--- src/rtl/multiplicador_secuencial.sv ---
// Sequential signed multiplier: shift-and-add on operand magnitudes over tamanyo cycles,
// with the sign applied in a dedicated state before the registered result is presented.
module multiplicador_secuencial #(
  parameter int tamanyo = 32
) (
  input  logic                   CLK,
  input  logic                   RSTa,
  input  logic                   Start,
  input  logic [tamanyo-1:0]     Multiplicando,
  input  logic [tamanyo-1:0]     Multiplicador,
  output logic [2*tamanyo-1:0]   Producto,
  output logic                   Done,
  output logic                   Busy
);

  localparam int CW = (tamanyo > 2) ? $clog2(tamanyo) : 1;

  typedef enum logic [1:0] {IDLE, CALC, SIGN, FIN} state_t;

  state_t                 state, next_state;
  logic [tamanyo-1:0]     a_mag;
  logic [2*tamanyo-1:0]   p;
  logic [CW-1:0]          cnt;
  logic                   sign_flag;
  logic [tamanyo-1:0]     a_abs, b_abs;
  logic [tamanyo:0]       sum;
  logic                   last_iter;

  // -2^(tamanyo-1) negates to itself, which reads correctly as an unsigned magnitude
  assign a_abs     = Multiplicando[tamanyo-1] ? -Multiplicando : Multiplicando;
  assign b_abs     = Multiplicador[tamanyo-1] ? -Multiplicador : Multiplicador;
  assign last_iter = (cnt == CW'(tamanyo - 1));

  always_comb begin
    sum = {1'b0, p[2*tamanyo-1:tamanyo]} + (p[0] ? {1'b0, a_mag} : '0);
  end

  always_ff @(posedge CLK or posedge RSTa) begin
    if (RSTa) state <= IDLE;
    else      state <= next_state;
  end

  always_comb begin
    next_state = state;
    Done       = 1'b0;
    Busy       = 1'b1;
    case (state)
      IDLE: begin
        Busy = 1'b0;
        if (Start) next_state = CALC;
      end
      CALC: if (last_iter) next_state = SIGN;
      SIGN: next_state = FIN;
      FIN: begin
        Done       = 1'b1;
        next_state = IDLE;
      end
      default: next_state = IDLE;
    endcase
  end

  always_ff @(posedge CLK or posedge RSTa) begin
    if (RSTa) begin
      a_mag     <= '0;
      p         <= '0;
      cnt       <= '0;
      sign_flag <= 1'b0;
      Producto  <= '0;
    end else begin
      case (state)
        IDLE: if (Start) begin
          a_mag     <= a_abs;
          p         <= {{tamanyo{1'b0}}, b_abs};
          cnt       <= '0;
          sign_flag <= Multiplicando[tamanyo-1] ^ Multiplicador[tamanyo-1];
        end
        CALC: begin
          // {carry, high half + addend, low half} shifted right by one
          p   <= {sum, p[tamanyo-1:1]};
          cnt <= cnt + 1'b1;
        end
        SIGN: Producto <= sign_flag ? -p : p;
        default: ;
      endcase
    end
  end

endmodule

--- config.mk ---
export PLATFORM = sky130hd
export DESIGN_NAME = multiplicador_secuencial
export DESIGN_NICKNAME = d
export VERILOG_FILES = /design/src/rtl/multiplicador_secuencial.sv
export SDC_FILE = /design/constraint.sdc
export NUM_CORES = 1
export LEC_CHECK = 0
export BUFFER_PORTS_ARGS = -buffer_cell sky130_fd_sc_hd__buf_2
export CORE_UTILIZATION = 60
export DETAILED_ROUTE_END_ITERATION = 16
export PLACE_DENSITY_LB_ADDON = 0.12
export SLEW_MARGIN = 20
export SYNTH_ARGS = -nofsm -noshare
export SYNTH_HDL_FRONTEND = slang
export SYNTH_SLANG_ARGS = --single-unit
--- constraint.sdc ---
create_clock -name CLK -period 10.3 [get_ports CLK]
set_input_delay 3.09 -clock CLK [delete_from_list [all_inputs] [get_ports CLK]]
set_output_delay 3.09 -clock CLK [all_outputs]
set_load 0.02 [all_outputs]
==> Word level (Yosys, flattened, before mapping) <==
Cells that the tools add are included.
{ "classes": {"n_addsub": 5, "mux": 13, "n_reduce_logical": 5, "n_bitwise": 1, "eq_ne": 6} }
{ "ops": {"columns": ["op", "count"], "rows": [
  ["$mux 64", 2],
  ["$pmux 64 s2", 1],
  ["$mux 32", 3],
  ["$neg 32->32", 2],
  ["$neg 64->64", 1],
  ["$add 32x32->33", 1],
  ["$pmux 5 s2", 1],
  ["$pmux 2 s4", 1],
  ["$reduce_and 2->1", 3],
  ["$add 5x1->5 const B", 1],
  ["$eq 5x5->1 const B", 1],
  ["$mux 5", 1],
  ["$eq 2x2->1 const B", 2],
  ["$mux 2", 2],
  ["$ne 2x2->1 const B", 2],
  ["$eq 2x1->1 const B", 1],
  ["$logic_not 2->1", 1],
  ["$mux 1", 2],
  ["$reduce_bool 2->1", 1],
  ["$xor 1x1->1", 1]
]} }
{ "totals": {"output_inout_bits": 66, "reg_bits": 168} }

==> Depth between registers and ports, before layout <==
{ "depth": {"ltp_word": 4, "depth_mapped": 15, "ltp_nobuf": 13} }

==> Worst setup path after synthesis <==
OpenSTA, ideal clock, no wires.
{ "synth_timing": {"kind": "input port to flip-flop", "start": "input port Multiplicador[15]", "end": "register p[29]", "n_path_buf": 0, "required_ns": 10.170, "slack_ns": 5.086, "cell_stages": 8, "setup_ns": 0.130, "arrival_time_ns": 5.084, "cell_sequence": "or3_1 or4_1 nor3_1 nand3_1 or3_1 o31ai_1 xor2_1 o21ai_0"} }
{ "synth_via": {"elab_chain_len": 4} }
{ "synth_lines": {"columns": ["item", "line_no", "text"], "rows": [
  ["start, declared", "10", "input logic [tamanyo-1:0] Multiplicador,"],
  ["$neg 32->32", "31", "assign b_abs = Multiplicador[tamanyo-1] ? -Multiplicador : Multiplicador;"],
  ["$mux 32", "31", null],
  ["$mux 64", "71", "IDLE: if (Start) begin"],
  ["$pmux 64 s2", "70", "case (state)"],
  ["end signal, assigned", "73", "p <= {{tamanyo{1'b0}}, b_abs};"],
  ["end signal, assigned", "79", "p <= {sum, p[tamanyo-1:1]};"],
  ["end, declared", "22", "logic [2*tamanyo-1:0] p;"]
]} }
Every way passes these cells. The select of a mux whose other input is x is not followed.
A chain may end at the register's enable or synchronous reset.

==> Worst setup path after layout <==
Ends and elaborated chain as after synthesis.

==> impl_metrics.yaml <==
worst_setup_path:
  cp-start-kind: "input port"
  r2r_start: "p[0]$_DFFE_PP0P_"
  crit_top_cell: "or3_1"
  cpMaxStageDelayCell: "or3_1"
  worstSetupPathType: "input port to flop"
  crit_arrival_ns: 5.61
  cpPeakStageDelay_ns: 0.47
  worstPathRequired_ns: 10.60
  worst-path-max-fanout: 4
  cp-end-kind: "flop"
  r2r_cells: 14
  path_cells: "buf_2, or3_1, or4_1, nor3_1, nand3_1, or3_1, o31ai_1, xor2_1, o21ai_0"
  r2r_slack_ns: 6.27
  timing.rr.end: "p[63]$_DFFE_PP0P_"
die:
  fp.dieW_um: 135
  num_rows: 48
  start_util_pct: 61.3
  dieArea_mm2: 0.0182
  core_mm2: 0.0173
  pin_count: 133
  die_h_um: 135
cells_and_area:
  nNetsFinal: 1436
  final_common_cell: "dfrtp_1"
  layout-drive-gt1-share_pct: 14.0
  final_core_util_pct: 69.4
  layout_common_cells: "167 x dfrtp_1, 145 x o21ai_0, 141 x nand2_1"
  n_antenna_cell: 0
  instances_no_fill: 1565
  syn2layout_area_growth_pct: 13.2
placed_design:
  routabilityCongestion: 0.901
  hpwlAfterDp_mm: 18.4
  numPortBuffers: 132
  placed_cells: 1533
cts:
  clock-root-buffer: "clkbuf_16"
  insertion_delay_ns: 0.44
  cts_tree: "built"
  clk_path_buf_depth: 2
  cts_num_sinks: 168
  htreeDepth: 4
  cts-resized-gates: 0
  hold_buffers: 0
  post_cts_buffers: 0
  cts_buffers: 17
  path_clk_slew_ns: 0.06
logic_synthesis:
  synth_top_area_share_pct: 39.6
  yosysTopAreaCell: "dfrtp_1"
  synth-seq-cells: 168
  synth_fp_nets: 1344
  yosysUniqueCellTypes: 58
  synth-edff-count: 0
  syn_area_per_cell_um2: 8.59
  async_flop_share_pct: 100
  yosys_warnings: 0
  syn_area_mm2: 0.0106
  ys_seq_area_share_pct: 39.6
  synth_area_leaders: "dfrtp_1 40%, xor2_1 11%, o21ai_0 6.8%"
  synthCells: 1235
  ys.flop_type: "dfrtp_1"
timing:
  skew_ns: 0.00824
  fmax_mhz: 189
  setup_viol: 0
  min_period_ns: 5.30
  slew_headroom_pct: 29.1
  worst_slew_pin_slew_ns: 1.06
  rsz0062_at_grt: "false"
  drv_slew: 0
  final_hold_viol_count: 0
  fin_tns_setup_ns: 0
  min_period_over_period_pct: 51.5
global_route:
  met2_usage_pct: 47.3
  grt_util_met1_pct: 40.7
  grt_start_max_net_pins: 106
  grt_pass1_vias: 8680
  antenna_found_initial: 0
  grt_util_all_layers_pct: 29.5
  grt_use_met3_pct: 3.83
  grt_pass1_wl_mm: 42.4
  overflow: 0
  top_usage_layer: "met2"
route:
  drt-pass1-iter-count: 5
  wl_per_cell_um: 16.4
  wl_mm: 25.7
  drtIter0Drc: 737
  drc: 0
  ant_nets: 0
  avgViaCountPerCell: 5.93
  via_count: 9288
power:
  p_seq_share_pct: 34.4
  power.internal_w: 0.00200
  pwr-share-clk_pct: 18.6
  p_comb_share_pct: 47.0
  power.switching_w: 0.00164
  ir_drop_uv: 223
  power_density_mw_per_mm2: 303
  swShare_pct: 45.0
  p_leak_nw: 5.46
flow_run:
  maxCapViolCount: 0
hold_path:
  min_from: "a_mag[0]$_DFFE_PP0P_"
  min_to: "a_mag[0]$_DFFE_PP0P_"
  hold_class: "flop to flop"
  min_path_cells: 2
status:
  status: "completed"
## synthesized netlist by cell type (20+ instances only)
master / count
dfrtp_1: 168
o21ai_0: 145
nand2_1: 143
xor2_1: 129
a21oi_1: 113
nor2_1: 107
clkbuf_1: 56
ha_1: 41
o31ai_1: 40
and2_1: 36
nand3_1: 22
inv_1: 20
## cell families (layout without fill, tap and decap cells)
| logic type | count (synthesis) | after routing | synth area share, % |
|---|---|---|---|
| compound gates | 379 | 379 | 21.2 |
| buf+inv | 84 | 189 | 3.00 |
| flops | 168 | 168 | 39.6 |
| fa+ha+maj | 42 | 42 | 5.02 |
| mux | 6 | 6 | 0.578 |
| xor+xnor | 146 | 146 | 12.1 |
| simple gates | 410 | 410 | 18.5 |
## through the flow
stage / total power (W) / hold slack (ns) / setup WS [ns] / area, um^2
final: 0.00364 / 0.472 / 5.00 / 12000
after global routing: 0.00392 / 0.506 / 4.78 / 12000
after CTS: 0.00364 / 0.478 / 5.06 / 12000
after detailed placement: 0.00295 / 0.464 / 4.62 / 11400
after global placement: 0.00289 / 0.456 / 4.60 / 11400
after floorplan: 0.00246 / 0.441 / 2.66 / 10600
## final cells by class
| type | count | area, um^2 |
|---|---|---|
| multi-input combinational | 983 | 6120 |
| fill | 1431 | 5290 |
| sequential | 168 | 4210 |
| timing repair buffer | 137 | 698 |
| clock buffer | 20 | 447 |
| tap | 225 | 282 |
| clock inverter | 12 | 174 |
| inverter | 20 | 80.1 |
## registers in the layout, indices dropped and copies added (netlist names)
| signal | count |
|---|---|
| Producto | 64 |
| state | 2 |
| p | 64 |
| cnt | 5 |
| a_mag | 32 |
| sign_flag | 1 |
## worst max path at each step
stage,start,end,slack [ns],cells past startpoint
after floorplan,RSTa,Producto[0]$_DFFE_PP0P_,2.66,1
after global placement,Multiplicador[15],p[29]$_DFFE_PP0P_,4.60,9
after detailed placement,Multiplicador[15],p[29]$_DFFE_PP0P_,4.62,9
after CTS,Multiplicador[15],p[29]$_DFFE_PP0P_,5.06,9
after global routing,Multiplicador[15],p[30]$_DFFE_PP0P_,4.78,9
final,Multiplicador[15],p[29]$_DFFE_PP0P_,5.00,9
## power by group through the flow
| stage | registers, W | logic (W) | clock network [W] |
|---|---|---|---|
| after floorplan | 0.00132 | 0.00114 | 0 |
| after global placement | 0.00125 | 0.00164 | 0 |
| after detailed placement | 0.00126 | 0.00170 | 0 |
| after CTS | 0.00125 | 0.00171 | 0.000684 |
| after global routing | 0.00130 | 0.00192 | 0.000709 |
| final | 0.00125 | 0.00171 | 0.000678 |
## worst max-delay path: cells and delay by family
| family | cells | cell delay [ns] |
|---|---|---|
| and+or+nand+nor | 5 | 1.89 |
| AOI/OAI and AO/OA | 2 | 0.34 |
| xor gates and xnor gates | 1 | 0.17 |
| buffers and inverters | 1 | 0.12 |
## routing by layer
layer / vias up / wire, um
met4: 0 / 687
met5: - / 0
li1: 4559 / -
met1: 4406 / 12000
met2: 272 / 12000
met3: 51 / 1110
(Power assumes the default switching activity.)
